===== config.mk =====
export PLATFORM = sky130hd
export DESIGN_NAME = sdram_arbiter
export DESIGN_NICKNAME = d
export VERILOG_FILES = /design/src/rtl/sdram_arb_pkg.sv /design/src/rtl/sdram_refresh_timer.sv /design/src/rtl/sdram_arbiter.sv
export SDC_FILE = /design/constraint.sdc
export NUM_CORES = 1
export LEC_CHECK = 0
export BUFFER_PORTS_ARGS = -buffer_cell sky130_fd_sc_hd__buf_4
export CAP_MARGIN = 20
export CELL_PAD_IN_SITES_DETAIL_PLACEMENT = 0
export CELL_PAD_IN_SITES_GLOBAL_PLACEMENT = 1
export CORE_ASPECT_RATIO = 0.75
export CORE_MARGIN = 3
export CORE_UTILIZATION = 31
export DETAILED_ROUTE_END_ITERATION = 10
export HOLD_SLACK_MARGIN = 0.1
export MAX_ROUTING_LAYER = met4
export PLACE_DENSITY_LB_ADDON = 0.15
export SETUP_SLACK_MARGIN = 0.4
export SLEW_MARGIN = 20
export SYNTH_ARGS = -nofsm -noshare
export SYNTH_HDL_FRONTEND = slang
export SYNTH_SLANG_ARGS = --single-unit

===== constraint.sdc =====
create_clock -name clock56 -period 2.37 [get_ports clock56]
set_input_delay 0.237 -clock clock56 [delete_from_list [all_inputs] [get_ports clock56]]
set_output_delay 0.237 -clock clock56 [all_outputs]
set_load 0.05 [all_outputs]

===== src/rtl/sdram_arb_pkg.sv =====
`default_nettype none
// +----------------------------------------------------------------------------+
// | Module      : sdram_arb_pkg                                                |
// | Description : Shared types and default constants for the SDRAM command     |
// |               arbiter: FSM state encoding, requester select encoding and   |
// |               default sizing of the arbiter and its refresh timer.         |
// | Ports       : none (package)                                               |
// | Revision    : 1.0 - initial release                                        |
// +----------------------------------------------------------------------------+
package sdram_arb_pkg;

  localparam int c_default_aw             = 24;
  localparam int c_default_dw             = 16;
  localparam int c_default_refresh_cycles = 420;  // 7.5 us at 56 MHz
  localparam int c_default_max_defer      = 2;

  typedef enum logic [2:0] {
    ST_IDLE = 3'd0,
    ST_CPU  = 3'd1,
    ST_DMA  = 3'd2,
    ST_REF  = 3'd3,
    ST_ACK  = 3'd4
  } arb_state_t;

  // Which requester owns the command currently in flight / being acknowledged.
  typedef enum logic {
    SEL_CPU = 1'b0,
    SEL_DMA = 1'b1
  } port_sel_t;

endpackage
`default_nettype wire


===== src/rtl/sdram_refresh_timer.sv =====
`default_nettype none
// +----------------------------------------------------------------------------+
// | Module      : sdram_refresh_timer                                          |
// | Description : Free-running 0..REFRESH_CYCLES-1 wrap counter. Each wrap     |
// |               raises a single (non-queued) refresh request; a wrap while   |
// |               the request is still pending sets a sticky overrun flag.     |
// | Ports       : clock56     - system clock, rising edge                      |
// |               reset       - asynchronous, active-high                      |
// |               clr         - refresh completed (memDone while in REF)       |
// |               ref_req     - refresh request pending                        |
// |               ref_overrun - sticky overrun flag, cleared only by reset     |
// | Revision    : 1.0 - initial release                                        |
// +----------------------------------------------------------------------------+
module sdram_refresh_timer
  import sdram_arb_pkg::*;
#(
  parameter int REFRESH_CYCLES = c_default_refresh_cycles
) (
  input  logic clock56,
  input  logic reset,
  input  logic clr,
  output logic ref_req,
  output logic ref_overrun
);

  localparam int c_cw = (REFRESH_CYCLES > 1) ? $clog2(REFRESH_CYCLES) : 1;
  localparam logic [c_cw-1:0] c_last = c_cw'(REFRESH_CYCLES - 1);

  logic [c_cw-1:0] cnt_q, cnt_d;
  logic            req_q, req_d;
  logic            ovr_q, ovr_d;
  logic            w_wrap;

  always_comb begin
    w_wrap = (cnt_q == c_last);
    cnt_d  = w_wrap ? '0 : cnt_q + 1'b1;
    req_d  = req_q;
    if (clr) req_d = 1'b0;
    // A new interval elapsing wins over a completion in the same cycle.
    if (w_wrap) req_d = 1'b1;
    // The refresh finishing in this very cycle is not an overrun.
    ovr_d = ovr_q | (w_wrap & req_q & ~clr);
  end

  always_ff @(posedge clock56 or posedge reset) begin
    if (reset) begin
      cnt_q <= '0;
      req_q <= 1'b0;
      ovr_q <= 1'b0;
    end else begin
      cnt_q <= cnt_d;
      req_q <= req_d;
      ovr_q <= ovr_d;
    end
  end

  assign ref_req     = req_q;
  assign ref_overrun = ovr_q;

endmodule
`default_nettype wire


===== src/rtl/sdram_arbiter.sv =====
`default_nettype none
// +----------------------------------------------------------------------------+
// | Module      : sdram_arbiter                                                |
// | Description : Shares the single SDRAM command port between the CPU, a DMA  |
// |               loader and periodic auto-refresh. One command at a time;     |
// |               read data and a one-cycle Ack go back to the winner.         |
// | Ports       : clock56/reset        - clock, async active-high reset        |
// |               ready                - SDRAM init done; no grants while low  |
// |               cpuRd/cpuWr/cpuA/cpuD/cpuQ/cpuAck - CPU request port         |
// |               dmaRd/dmaWr/dmaA/dmaD/dmaQ/dmaAck - DMA loader port          |
// |               memRd/memWr/memRef/memA/memD      - command to SDRAM core    |
// |               memQ/memDone         - read data / completion pulse          |
// |               refOverrun           - sticky refresh overrun flag           |
// | Config      : SDRAM_ARB_DMA_RD_EN - enables DMA reads; when undefined the  |
// |               DMA port is write-only and dmaQ is tied to zero.             |
// | Revision    : 1.0 - initial release                                        |
// +----------------------------------------------------------------------------+
module sdram_arbiter
  import sdram_arb_pkg::*;
#(
  parameter int AW             = c_default_aw,
  parameter int DW             = c_default_dw,
  parameter int REFRESH_CYCLES = c_default_refresh_cycles,
  parameter int MAX_DEFER      = c_default_max_defer
) (
  input  logic          clock56,
  input  logic          reset,
  input  logic          ready,
  input  logic          cpuRd,
  input  logic          cpuWr,
  input  logic [AW-1:0] cpuA,
  input  logic [DW-1:0] cpuD,
  output logic [DW-1:0] cpuQ,
  output logic          cpuAck,
  input  logic          dmaRd,
  input  logic          dmaWr,
  input  logic [AW-1:0] dmaA,
  input  logic [DW-1:0] dmaD,
  output logic [DW-1:0] dmaQ,
  output logic          dmaAck,
  output logic          memRd,
  output logic          memWr,
  output logic          memRef,
  output logic [AW-1:0] memA,
  output logic [DW-1:0] memD,
  input  logic [DW-1:0] memQ,
  input  logic          memDone,
  output logic          refOverrun
);

  localparam int c_dfw = (MAX_DEFER > 0) ? $clog2(MAX_DEFER + 1) : 1;
  localparam logic [c_dfw-1:0] c_defer_max = c_dfw'(MAX_DEFER);

  arb_state_t      state_q, state_d;
  port_sel_t       sel_q, sel_d;
  logic            wr_q, wr_d;
  logic            mem_rd_q, mem_rd_d;
  logic            mem_wr_q, mem_wr_d;
  logic            mem_ref_q, mem_ref_d;
  logic [AW-1:0]   mem_a_q, mem_a_d;
  logic [DW-1:0]   mem_d_q, mem_d_d;
  logic [DW-1:0]   cpu_q_q, cpu_q_d;
  logic            cpu_ack_q, cpu_ack_d;
  logic            dma_ack_q, dma_ack_d;
  logic [c_dfw-1:0] defer_q, defer_d;

  logic w_ref_req;
  logic w_ref_done;
  logic w_dma_rd;
  logic w_cpu_req;
  logic w_dma_req;

  assign w_ref_done = (state_q == ST_REF) && memDone;

  sdram_refresh_timer #(
    .REFRESH_CYCLES(REFRESH_CYCLES)
  ) u_refresh_timer (
    .clock56    (clock56),
    .reset      (reset),
    .clr        (w_ref_done),
    .ref_req    (w_ref_req),
    .ref_overrun(refOverrun)
  );

`ifdef SDRAM_ARB_DMA_RD_EN
  logic [DW-1:0] dma_q_q, dma_q_d;

  assign w_dma_rd = dmaRd;

  always_comb begin
    dma_q_d = dma_q_q;
    if ((state_q == ST_DMA) && memDone && !wr_q) dma_q_d = memQ;
  end

  always_ff @(posedge clock56 or posedge reset) begin
    if (reset) dma_q_q <= '0;
    else       dma_q_q <= dma_q_d;
  end

  assign dmaQ = dma_q_q;
`else
  // Write-only DMA port: reads are never granted and the input is dropped.
  logic w_unused_dma_rd;
  assign w_unused_dma_rd = dmaRd;
  assign w_dma_rd        = 1'b0;
  assign dmaQ            = '0;
`endif

  assign w_cpu_req = cpuRd | cpuWr;
  assign w_dma_req = dmaWr | w_dma_rd;

  always_comb begin
    state_d   = state_q;
    sel_d     = sel_q;
    wr_d      = wr_q;
    mem_a_d   = mem_a_q;
    mem_d_d   = mem_d_q;
    cpu_q_d   = cpu_q_q;
    defer_d   = defer_q;
    // Strobes and Acks are single-cycle: they default low every cycle.
    mem_rd_d  = 1'b0;
    mem_wr_d  = 1'b0;
    mem_ref_d = 1'b0;
    cpu_ack_d = 1'b0;
    dma_ack_d = 1'b0;

    case (state_q)
      ST_IDLE: begin
        if (ready) begin
          if (w_ref_req && (defer_q == c_defer_max)) begin
            state_d   = ST_REF;
            mem_ref_d = 1'b1;
          end else if (w_cpu_req) begin
            state_d  = ST_CPU;
            sel_d    = SEL_CPU;
            wr_d     = cpuWr;        // write wins if both are raised
            mem_wr_d = cpuWr;
            mem_rd_d = ~cpuWr;
            mem_a_d  = cpuA;
            mem_d_d  = cpuD;
            // Reaching here with a pending refresh implies defer_q < max,
            // so the increment cannot overflow past MAX_DEFER.
            if (w_ref_req) defer_d = defer_q + 1'b1;
          end else if (w_ref_req) begin
            state_d   = ST_REF;
            mem_ref_d = 1'b1;
          end else if (w_dma_req) begin
            state_d  = ST_DMA;
            sel_d    = SEL_DMA;
            wr_d     = dmaWr;
            mem_wr_d = dmaWr;
            mem_rd_d = ~dmaWr;
            mem_a_d  = dmaA;
            mem_d_d  = dmaD;
          end
        end
      end

      ST_CPU, ST_DMA: begin
        if (memDone) begin
          state_d   = ST_ACK;
          cpu_ack_d = (sel_q == SEL_CPU);
          dma_ack_d = (sel_q == SEL_DMA);
          if (!wr_q && (sel_q == SEL_CPU)) cpu_q_d = memQ;
        end
      end

      ST_REF: begin
        if (memDone) begin
          state_d = ST_IDLE;
          defer_d = '0;
        end
      end

      ST_ACK:  state_d = ST_IDLE;

      default: state_d = ST_IDLE;
    endcase
  end

  always_ff @(posedge clock56 or posedge reset) begin
    if (reset) begin
      state_q   <= ST_IDLE;
      sel_q     <= SEL_CPU;
      wr_q      <= 1'b0;
      mem_rd_q  <= 1'b0;
      mem_wr_q  <= 1'b0;
      mem_ref_q <= 1'b0;
      mem_a_q   <= '0;
      mem_d_q   <= '0;
      cpu_q_q   <= '0;
      cpu_ack_q <= 1'b0;
      dma_ack_q <= 1'b0;
      defer_q   <= '0;
    end else begin
      state_q   <= state_d;
      sel_q     <= sel_d;
      wr_q      <= wr_d;
      mem_rd_q  <= mem_rd_d;
      mem_wr_q  <= mem_wr_d;
      mem_ref_q <= mem_ref_d;
      mem_a_q   <= mem_a_d;
      mem_d_q   <= mem_d_d;
      cpu_q_q   <= cpu_q_d;
      cpu_ack_q <= cpu_ack_d;
      dma_ack_q <= dma_ack_d;
      defer_q   <= defer_d;
    end
  end

  assign memRd  = mem_rd_q;
  assign memWr  = mem_wr_q;
  assign memRef = mem_ref_q;
  assign memA   = mem_a_q;
  assign memD   = mem_d_q;
  assign cpuQ   = cpu_q_q;
  assign cpuAck = cpu_ack_q;
  assign dmaAck = dma_ack_q;

endmodule
`default_nettype wire


==> results of run 1 <==
-- cells by family after synthesis --
group           Yosys count  synth area share
compound gates          101             0.144
xor+xnor                  6            0.0140
fa+ha+maj                 2           0.00669
buf+inv                  45            0.0732
flops                    79             0.528
mux                      56             0.165
other cells               1           0.00100
simple gates             50            0.0676
-- cell usage in the layout (no fill, tap or decap), drive strengths merged --
cell type / synthesis / routed
nand2b: 3 / 3
nand2: 10 / 10
ha: 2 / 2
and2: 3 / 3
nor3: 4 / 4
inv: 5 / 4
or2: 1 / 1
o21ai: 6 / 6
dlygate4sd3: 0 / 1
nor2b: 2 / 2
and3: 4 / 4
mux2i: 40 / 40
xnor2: 5 / 5
dfrtp: 79 / 79
clkinvlp: 0 / 3
nand3: 7 / 7
conb: 1 / 16
and3b: 1 / 1
nor2: 13 / 13
bufinv: 0 / 3
xor2: 1 / 1
a21oi: 83 / 83
a22o: 3 / 3
o31ai: 3 / 3
a31oi: 1 / 1
nor4b: 1 / 1
o21ba: 1 / 1
o21bai: 2 / 2
o22ai: 2 / 2
clkbuf: 8 / 11
buf: 32 / 171
or3: 1 / 1
mux2: 16 / 16
-- repair_timing --
action	4_1_cts	5_1_grt
endpoints found under the hold margin	16	0
hold buffers	1	0
endpoints found under the setup margin	16	0
setup buffers	0	0
resized for setup	2	0
-- per-layer routing --
layer  vias to the layer above  GRT usage
li1                       1473          -
met1                      1420      0.174
met2                       110      0.223
met3                        13     0.0427
met4                         0     0.0423
met5                         -          -
-- power by group through the flow --
| stage | Sequential, uW | Clock, uW | Combinational, uW |
|---|---|---|---|
| 6_report | 2260 | 1580 | 4050 |
| 5_1_grt | 2340 | 1690 | 4290 |
| 4_1_cts | 2260 | 1630 | 4110 |
| 3_5_place_dp | 2280 | 0 | 4100 |
| 3_3_place_gp | 2250 | 0 | 4080 |
| 2_1_floorplan | 3900 | 0 | 1190 |
-- cells in the mapped netlist (5+ instances only) --
library cell	instances	area, sq um
sky130_fd_sc_hd__a21oi_1	83	415
sky130_fd_sc_hd__mux2i_1	40	400
sky130_fd_sc_hd__nor2_1	13	48.8
sky130_fd_sc_hd__mux2_4	10	150
sky130_fd_sc_hd__nand2_1	10	37.5
sky130_fd_sc_hd__inv_1	5	18.8
sky130_fd_sc_hd__clkbuf_1	8	30.0
sky130_fd_sc_hd__buf_4	17	128
sky130_fd_sc_hd__o21ai_0	5	25.0
sky130_fd_sc_hd__xnor2_1	5	43.8
sky130_fd_sc_hd__buf_2	12	60.1
sky130_fd_sc_hd__nand3_1	7	35.0
sky130_fd_sc_hd__dfrtp_1	79	1980
-- through the flow --
stage / instances / area, sq um / utilization / total power (uW)
3_3_place_gp: 648 / 5080 / 0.435 / 6330
4_1_cts: 665 / 5450 / 0.466 / 8000
3_5_place_dp: 648 / 5080 / 0.435 / 6380
2_1_floorplan: 355 / 3800 / - / 5090
6_report: 665 / 5450 / 0.466 / 7880
5_1_grt: 665 / 5450 / 0.466 / 8310
-- sequential cells by signal, indices dropped and copies added, names as in the netlist --
name                         cells
u_refresh_timer.ref_overrun      1
u_refresh_timer.ref_req          1
u_refresh_timer.cnt_q            9
memRef                           1
memD                            16
dmaAck                           1
defer_q                          2
memRd                            1
memWr                            1
cpuAck                           1
cpuQ                            16
state_q                          3
sel_q                            1
memA                            24
wr_q                             1
-- worst max path at each step --
| stage | start | to | slack (ps) |
|---|---|---|---|
| global placement | state_q[2] | cpuQ[12] | 350 |
| finish | state_q[2] | cpuQ[12] | 610 |
| floorplan | state_q[2] | cpuQ[0] | 660 |
| detailed placement | state_q[2] | cpuQ[7] | 300 |
| global route | defer_q[0] | memA[20] | 490 |
| CTS | state_q[2] | cpuQ[12] | 600 |
-- worst max-delay path: cells and delay by family, from the launching register on --
| kind | cells | cell delay, ps |
|---|---|---|
| multiplexers | 1 | 350 |
| AND/OR/NAND/NOR | 3 | 840 |
| flip-flops | 1 | 450 |
-- layout make-up --
class | count | area [sq um]
inverters | 5 | 22.5
clock buffers | 11 | 243
clock inverters | 5 | 105
well taps | 162 | 203
fillers | 1109 | 6250
repair buffers | 172 | 1320
multi-input cells | 231 | 1580
flip-flops and latches | 79 | 1980
==> PnR_summary.wiki, run 1 <==
{| class="wikitable"
! Metric !! Value
|-
| Met3 wire length || 627 microns
|-
| Met2 WL || 4.50 mm
|-
| Maximum vdd drop || 0.497 mV
|-
| Post-detailed-routing wire length || 9.46 mm
|-
| Cell Chain, Critical Path || nand2b_1 > nand2b_1 > or3_4 > mux2_1
|-
| Hold path startpoint || memQ[7]
|-
| Max-slew headroom || 0.657
|-
| Count of unique library cells instantiated by Yosys || 37
|-
| Wire length of the first global-routing pass || 14.8 mm
|-
| Syn Area/Cell || 11.0 sq um
|-
| IO Count || 182
|-
| Cell Rows || 34
|-
| Combinational share of power || 0.513
|-
| Synth-to-layout area growth || 45.6%
|-
| Sw frac || 0.459
|-
| Kind of start point of the critical path || flop
|-
| Later-pin clock latency in the skew report || 330 ps
|-
| Highest metal layer with signal wires || met4
|-
| Outcome || finished, final reports clean
|-
| All-layer global routing usage || 0.140
|-
| Type of the worst min-delay path || input pin to flop
|-
| Total of endpoints with negative setup slack in the final report || 0
|-
| Setup TNS || 0 ps
|-
| Worst hold path endpoint || cpuQ[7]
|-
| Vias in the first global route || 2,949
|-
| Effective utilization at floorplan || 0.320
|-
| Clock tree skew after final layout || 11.2 ps
|-
| Maximum number of pins on one net before global-route repair || 64
|-
| Die boundary width || 133 microns
|-
| Unrepaired setup endpoints after global routing || false
|-
| First-pass iteration count of the detailed router || 5
|-
| Cell depth of the worst flop-to-flop path || 4
|-
| Synthesized instance count || 340
|-
| Via count || 3,016
|-
| Average wire per standard cell || 14.2 microns
|-
| Async set-or-reset flop fraction in the synthesized netlist || 1.00
|-
| Core area || 11,700 sq um
|-
| DR vias/cell || 4.54
|-
| Die outline area || 13,400 sq um
|-
| Worst path max stage delay || 480 ps
|-
| Number of sinks on the clock net || 79
|-
| Pwr dens || 1450 nW/um^2
|-
| Number of diodes added for antenna fixing || 0
|-
| Synthesis warning total || 0
|-
| Setup slack of the most critical reg-to-reg path || 610 ps
|-
| Final Slew Violations || 0
|-
| Reported leakage power || 0.00258 uW
|-
| CTS tree || built
|-
| Cell area after technology mapping || 3740 sq um
|-
| Post-placement worst setup slack || 302 ps
|-
| Design internal power || 4270 uW
|-
| Slowest-stage cell, CP || sky130_fd_sc_hd__or3_4
|-
| Fraction of final layout cells with drive strength greater than 1 || 0.412
|-
| Sort of element at the end of the critical path || flop
|-
| Clock transition at the register clock pins on the worst setup and hold paths after CTS || 60 ps
|-
| Final hold vios || 0
|-
| Maximum capacitance violations || 0
|-
| Cell at the root of the clock tree || sky130_fd_sc_hd__clkbuf_16
|-
| TritonCTS buffer count || 9
|-
| Antenna violations before repair || 0
|-
| Most prevalent standard cell on the critical path || sky130_fd_sc_hd__nand2b_1
|-
| Maximum operating frequency || 568 MHz
|-
| Count of input and output buffers || 164
|-
| Part of the power in the clock network || 0.200
|-
| Hold WS || 125 ps
|-
| Portion of total power attributed to sequential cells || 0.287
|-
| Flip-flop and latch count after synthesis || 79
|-
| Reg2reg end || cpuQ[12]
|-
| Net Switching || 3610 uW
|-
| Data arrival time of the critical path || 1970 ps
|-
| Met1 layer wirelength in the final routing || 4.15 mm
|-
| Top FF cell, synth || sky130_fd_sc_hd__dfrtp_1
|-
| Actual slew at the worst max-slew pin || 514 ps
|-
| Final estimated routing congestion in global placement || 0.697
|-
| Type of the setup path with the least slack || flop to flop
|-
| Worst-case clock buffer depth || 2
|-
| Required arrival time at the worst endpoint || 2570 ps
|-
| Detailed Place HPWL || 6.93 mm
|-
| EDFF count, synth || 0
|-
| Final period demand of the worst path || 1760 ps
|-
| Number of violations reported at the end of detailed-routing iteration 0 || 97
|-
| CTS HTree Levels || 3
|-
| Final-stage net count || 604
|-
| Remaining Overflow, GRT || 0
|-
| Total DRC errors in the routed layout || 0
|-
| Maximum fanout count along the critical path || 16
|-
| Hold Path Stages || 2
|-
| Worst reg2reg path startpoint || state_q[2]
|-
| Sequential area share after synthesis || 0.528
|-
| Part of the cycle the worst path needs || 0.743
|-
| Final setup margin || 608 ps
|-
| Final ANT Viol Nets || 0
|-
| Height of the chip || 101 microns
|}
(Power assumes the default switching activity.)
==> run 2, diff against run 1 <==
Settings changed: ABC_AREA set to 1, CORE_UTILIZATION 31 to 29.
Clock period 2.37 ns to 1.6 ns, I/O delays scaled along.
==> PnR_summary.wiki, run 2 <==
{| class="wikitable"
! Metric !! Value
|-
| Die boundary width || 141 microns (+6.2%)
|-
| Portion of total power attributed to sequential cells || 0.250 (-0.037)
|-
| Pwr dens || 1970 nW/um^2 (+36%)
|-
| Maximum number of pins on one net before global-route repair || 80 (+25%)
|-
| Average wire per standard cell || 14.6 microns (+3.0%)
|-
| Sequential cell area in the final layout || 1980 sq um (+0.19%)
|-
| Setup TNS || 0 ps (unchanged)
|-
| Post-synthesis cell type with the largest combined area || sky130_fd_sc_hd__dfrtp_1
|-
| Wire length of the first global-routing pass || 20.4 mm (+38%)
|-
| Cell area after technology mapping || 3970 sq um (+6.1%)
|-
| Data arrival time of the critical path || 1700 ps (-270 ps)
|-
| Final Slew Violations || 0 (unchanged)
|-
| Top FF cell, synth || sky130_fd_sc_hd__dfrtp_1
|-
| Flip-flop and latch count after synthesis || 79 (unchanged)
|-
| CTS HTree Levels || 3 (unchanged)
|-
| Part of the cycle the worst path needs || 0.926 (+0.183)
|-
| Synthesized instance count || 522 (+54%)
|-
| Combinational share of power || 0.607 (+0.094)
|-
| Async set-or-reset flop fraction in the synthesized netlist || 1.00 (unchanged)
|-
| Count of input and output buffers || 164 (unchanged)
|-
| Height of the chip || 107 microns (+6.1%)
|-
| Worst-case clock buffer depth || 2 (unchanged)
|-
| IO Count || 182 (unchanged)
|-
| Maximum fanout count along the critical path || 6 (-10)
|-
| Synth-to-layout area growth || 73.2%
|-
| Later-pin clock latency in the skew report || 340 ps (about the same)
|-
| Part of the power in the clock network || 0.143 (-0.057)
|-
| Outcome || finished, final reports clean
|-
| Final ANT Viol Nets || 0 (unchanged)
|-
| Sort of element at the end of the critical path || flop
|-
| Number of diodes added for antenna fixing || 0 (unchanged)
|-
| DR vias/cell || 4.42 (-2.4%)
|-
| Sequential area share after synthesis || 0.498 (-0.0305)
|-
| Final period demand of the worst path || 1480 ps (-279 ps)
|-
| Clock tree skew after final layout || 10.9 ps (-0.238 ps)
|-
| Final hold vios || 0 (unchanged)
|-
| Core area || 13,200 sq um (+13%)
|-
| Die outline area || 15,100 sq um (+13%)
|-
| Top-area cell type share of the netlist area || 0.498 (-0.0305)
|-
| Design internal power || 6870 uW (+61%)
|-
| Maximum capacitance violations || 0 (unchanged)
|-
| Count of unique library cells instantiated by Yosys || 26 (-30%)
|-
| Type of the worst min-delay path || input pin to flop
|-
| Cell at the root of the clock tree || sky130_fd_sc_hd__clkbuf_16
|-
| First element of the critical path || defer_q[0]
|-
| All-layer global routing usage || 0.173 (+0.0329)
|-
| Type of the setup path with the least slack || flop to flop
|-
| Syn Area/Cell || 7.61 sq um (-31%)
|-
| Net Switching || 6670 uW (+85%)
|-
| Detailed Place HPWL || 8.07 mm (+16%)
|-
| Unrepaired setup endpoints after global routing || true
|-
| EDFF count, synth || 0 (unchanged)
|-
| Antenna violations before repair || 0 (unchanged)
|-
| Total of endpoints with negative setup slack in the final report || 0 (unchanged)
|-
| Fill cells || 1,265 (+14%)
|-
| Most used cells in the layout excluding fill and tap cells || sky130_fd_sc_hd__nand2_1, sky130_fd_sc_hd__buf_4, sky130_fd_sc_hd__dfrtp_1, sky130_fd_sc_hd__nand2_2, sky130_fd_sc_hd__nand3_1
|-
| First-pass iteration count of the detailed router || 5 (unchanged)
|-
| CTS tree || built
|-
| Hold path startpoint || cpuA[21]
|-
| Sw frac || 0.493 (+0.0344)
|-
| Cell depth of the worst flop-to-flop path || 9 (+5)
|-
| Hold Path Stages || 5 (+3)
|-
| Vias in the first global route || 4,051 (+37%)
|-
| Final estimated routing congestion in global placement || 0.780 (+12%)
|-
| Kind of start point of the critical path || flop
|-
| Maximum operating frequency || 675 MHz (+19%)
|-
| Dominant cell by count in the synthesized netlist || sky130_fd_sc_hd__nand2_1
|-
| Clock transition at the register clock pins on the worst setup and hold paths after CTS || 60 ps (about the same)
|-
| Number of sinks on the clock net || 79 (unchanged)
|-
| Synthesis warning total || 0 (unchanged)
|-
| Area used by multi-input combinational logic || 2270 sq um (+44%)
|-
| Number of flip-flops under the largest register name || 24 (unchanged)
|-
| Reported leakage power || 0.00364 uW (+41%)
|-
| Largest cells by area after synthesis || sky130_fd_sc_hd__dfrtp_1, sky130_fd_sc_hd__nand2_1, sky130_fd_sc_hd__nand3_1
|-
| Cell Rows || 36 (+5.9%)
|-
| Number of violations reported at the end of detailed-routing iteration 0 || 116 (+20%)
|-
| Final-stage net count || 854 (+41%)
|-
| Hold WS || 146 ps (+21.1 ps)
|-
| Remaining Overflow, GRT || 0 (unchanged)
|-
| Post-detailed-routing wire length || 13.5 mm (+43%)
|-
| Total DRC errors in the routed layout || 0 (unchanged)
|-
| Effective utilization at floorplan || 0.301 (-0.0190)
|-
| Commonest non-fill, non-tap cell in the layout || sky130_fd_sc_hd__nand2_1
|-
| TritonCTS buffer count || 9 (unchanged)
|-
| Via count || 4,088 (+36%)
|-
| Maximum vdd drop || 1.33 mV (+170%)
|-
| Fraction of final layout cells with drive strength greater than 1 || 0.470 (+0.0586)
|-
| Worst reg2reg path startpoint || defer_q[0]
|-
| Required arrival time at the worst endpoint || 1820 ps (-750 ps)
|-
| Most used standard cells in the synthesized netlist || sky130_fd_sc_hd__nand2_1, sky130_fd_sc_hd__dfrtp_1, sky130_fd_sc_hd__nand3_1, sky130_fd_sc_hd__nor2_1, sky130_fd_sc_hd__buf_4
|}
-- run 2: path summary, 6_finish.rpt --
kind	end	slack (ps)
max in group asynchronous	state_q[1]	760
worst min register to register	memA[23]	480
min in group asynchronous	u_refresh_timer.cnt_q[3]	500
worst min-delay path	memA[21]	150
worst max-delay path	memA[15]	120
worst max register to register	memA[15]	120
-- run 2: final cells by class --
| cell class | instances | share of cell area |
|---|---|---|
| Inverter | 20 | 0.0115 |
| Multi-Input combinational cell | 406 | 0.331 |
| Tap cell | 171 | 0.0311 |
| Clock buffer | 9 | 0.0327 |
| Sequential cell | 79 | 0.288 |
| Clock inverter | 7 | 0.00819 |
| Timing Repair Buffer | 232 | 0.298 |
-- run 2: critical path: stages, from the launching register on --
cell	delay [ps]
sky130_fd_sc_hd__dfrtp_1	370
sky130_fd_sc_hd__inv_2	60
sky130_fd_sc_hd__ha_4	160
sky130_fd_sc_hd__nand2_4	70
sky130_fd_sc_hd__nand2_4	60
sky130_fd_sc_hd__nor2_4	230
sky130_fd_sc_hd__buf_12	200
sky130_fd_sc_hd__nand2_8	100
sky130_fd_sc_hd__nand2_2	80
sky130_fd_sc_hd__nand2_1	50
-- run 2: repair_timing --
action	CTS	global route
hold buffers	19	0
buffers inserted	16	14
endpoints found under the hold margin	97	0
gates resized for setup	56	103
endpoints found under the setup margin	68	74
gates cloned	9	6
pin swaps	13	49
-- run 2: power groups by stage --
stage	combinational (uW)	clock [uW]	sequential, uW
floorplan	1930	0	5540
global placement	5930	0	3270
detailed placement	5990	0	3280
CTS	7130	1990	3290
global route	8750	2080	3480
finish	8220	1930	3390
-- run 2: per-layer routing --
metal | vias up | track usage | wire length [microns]
met3 | 9 | 0.0453 | 820
li1 | 2074 | - | -
met1 | 1877 | 0.233 | 6210
met4 | 0 | 0.0304 | 57
met2 | 128 | 0.269 | 6440
met5 | - | - | 0
-- run 2: stage by stage --
step	area [sq um]	worst slack, ps	std cells	utilization	total power [uW]
2_1_floorplan	4040	317	537	-	7470
3_3_place_gp	5310	46.3	844	0.403	9200
3_5_place_dp	5310	16.7	844	0.403	9270
4_1_cts	6240	208	904	0.473	12400
5_1_grt	6880	59.8	924	0.521	14300
6_report	6880	118	924	0.521	13500
-- run 2: cell families after synthesis --
logic type | synth area share
xor+xnor | 0.00441
simple gates | 0.387
other cells | 0.000945
flops | 0.498
compound gates | 0.0145
buf+inv | 0.0886
fa+ha+maj | 0.00630
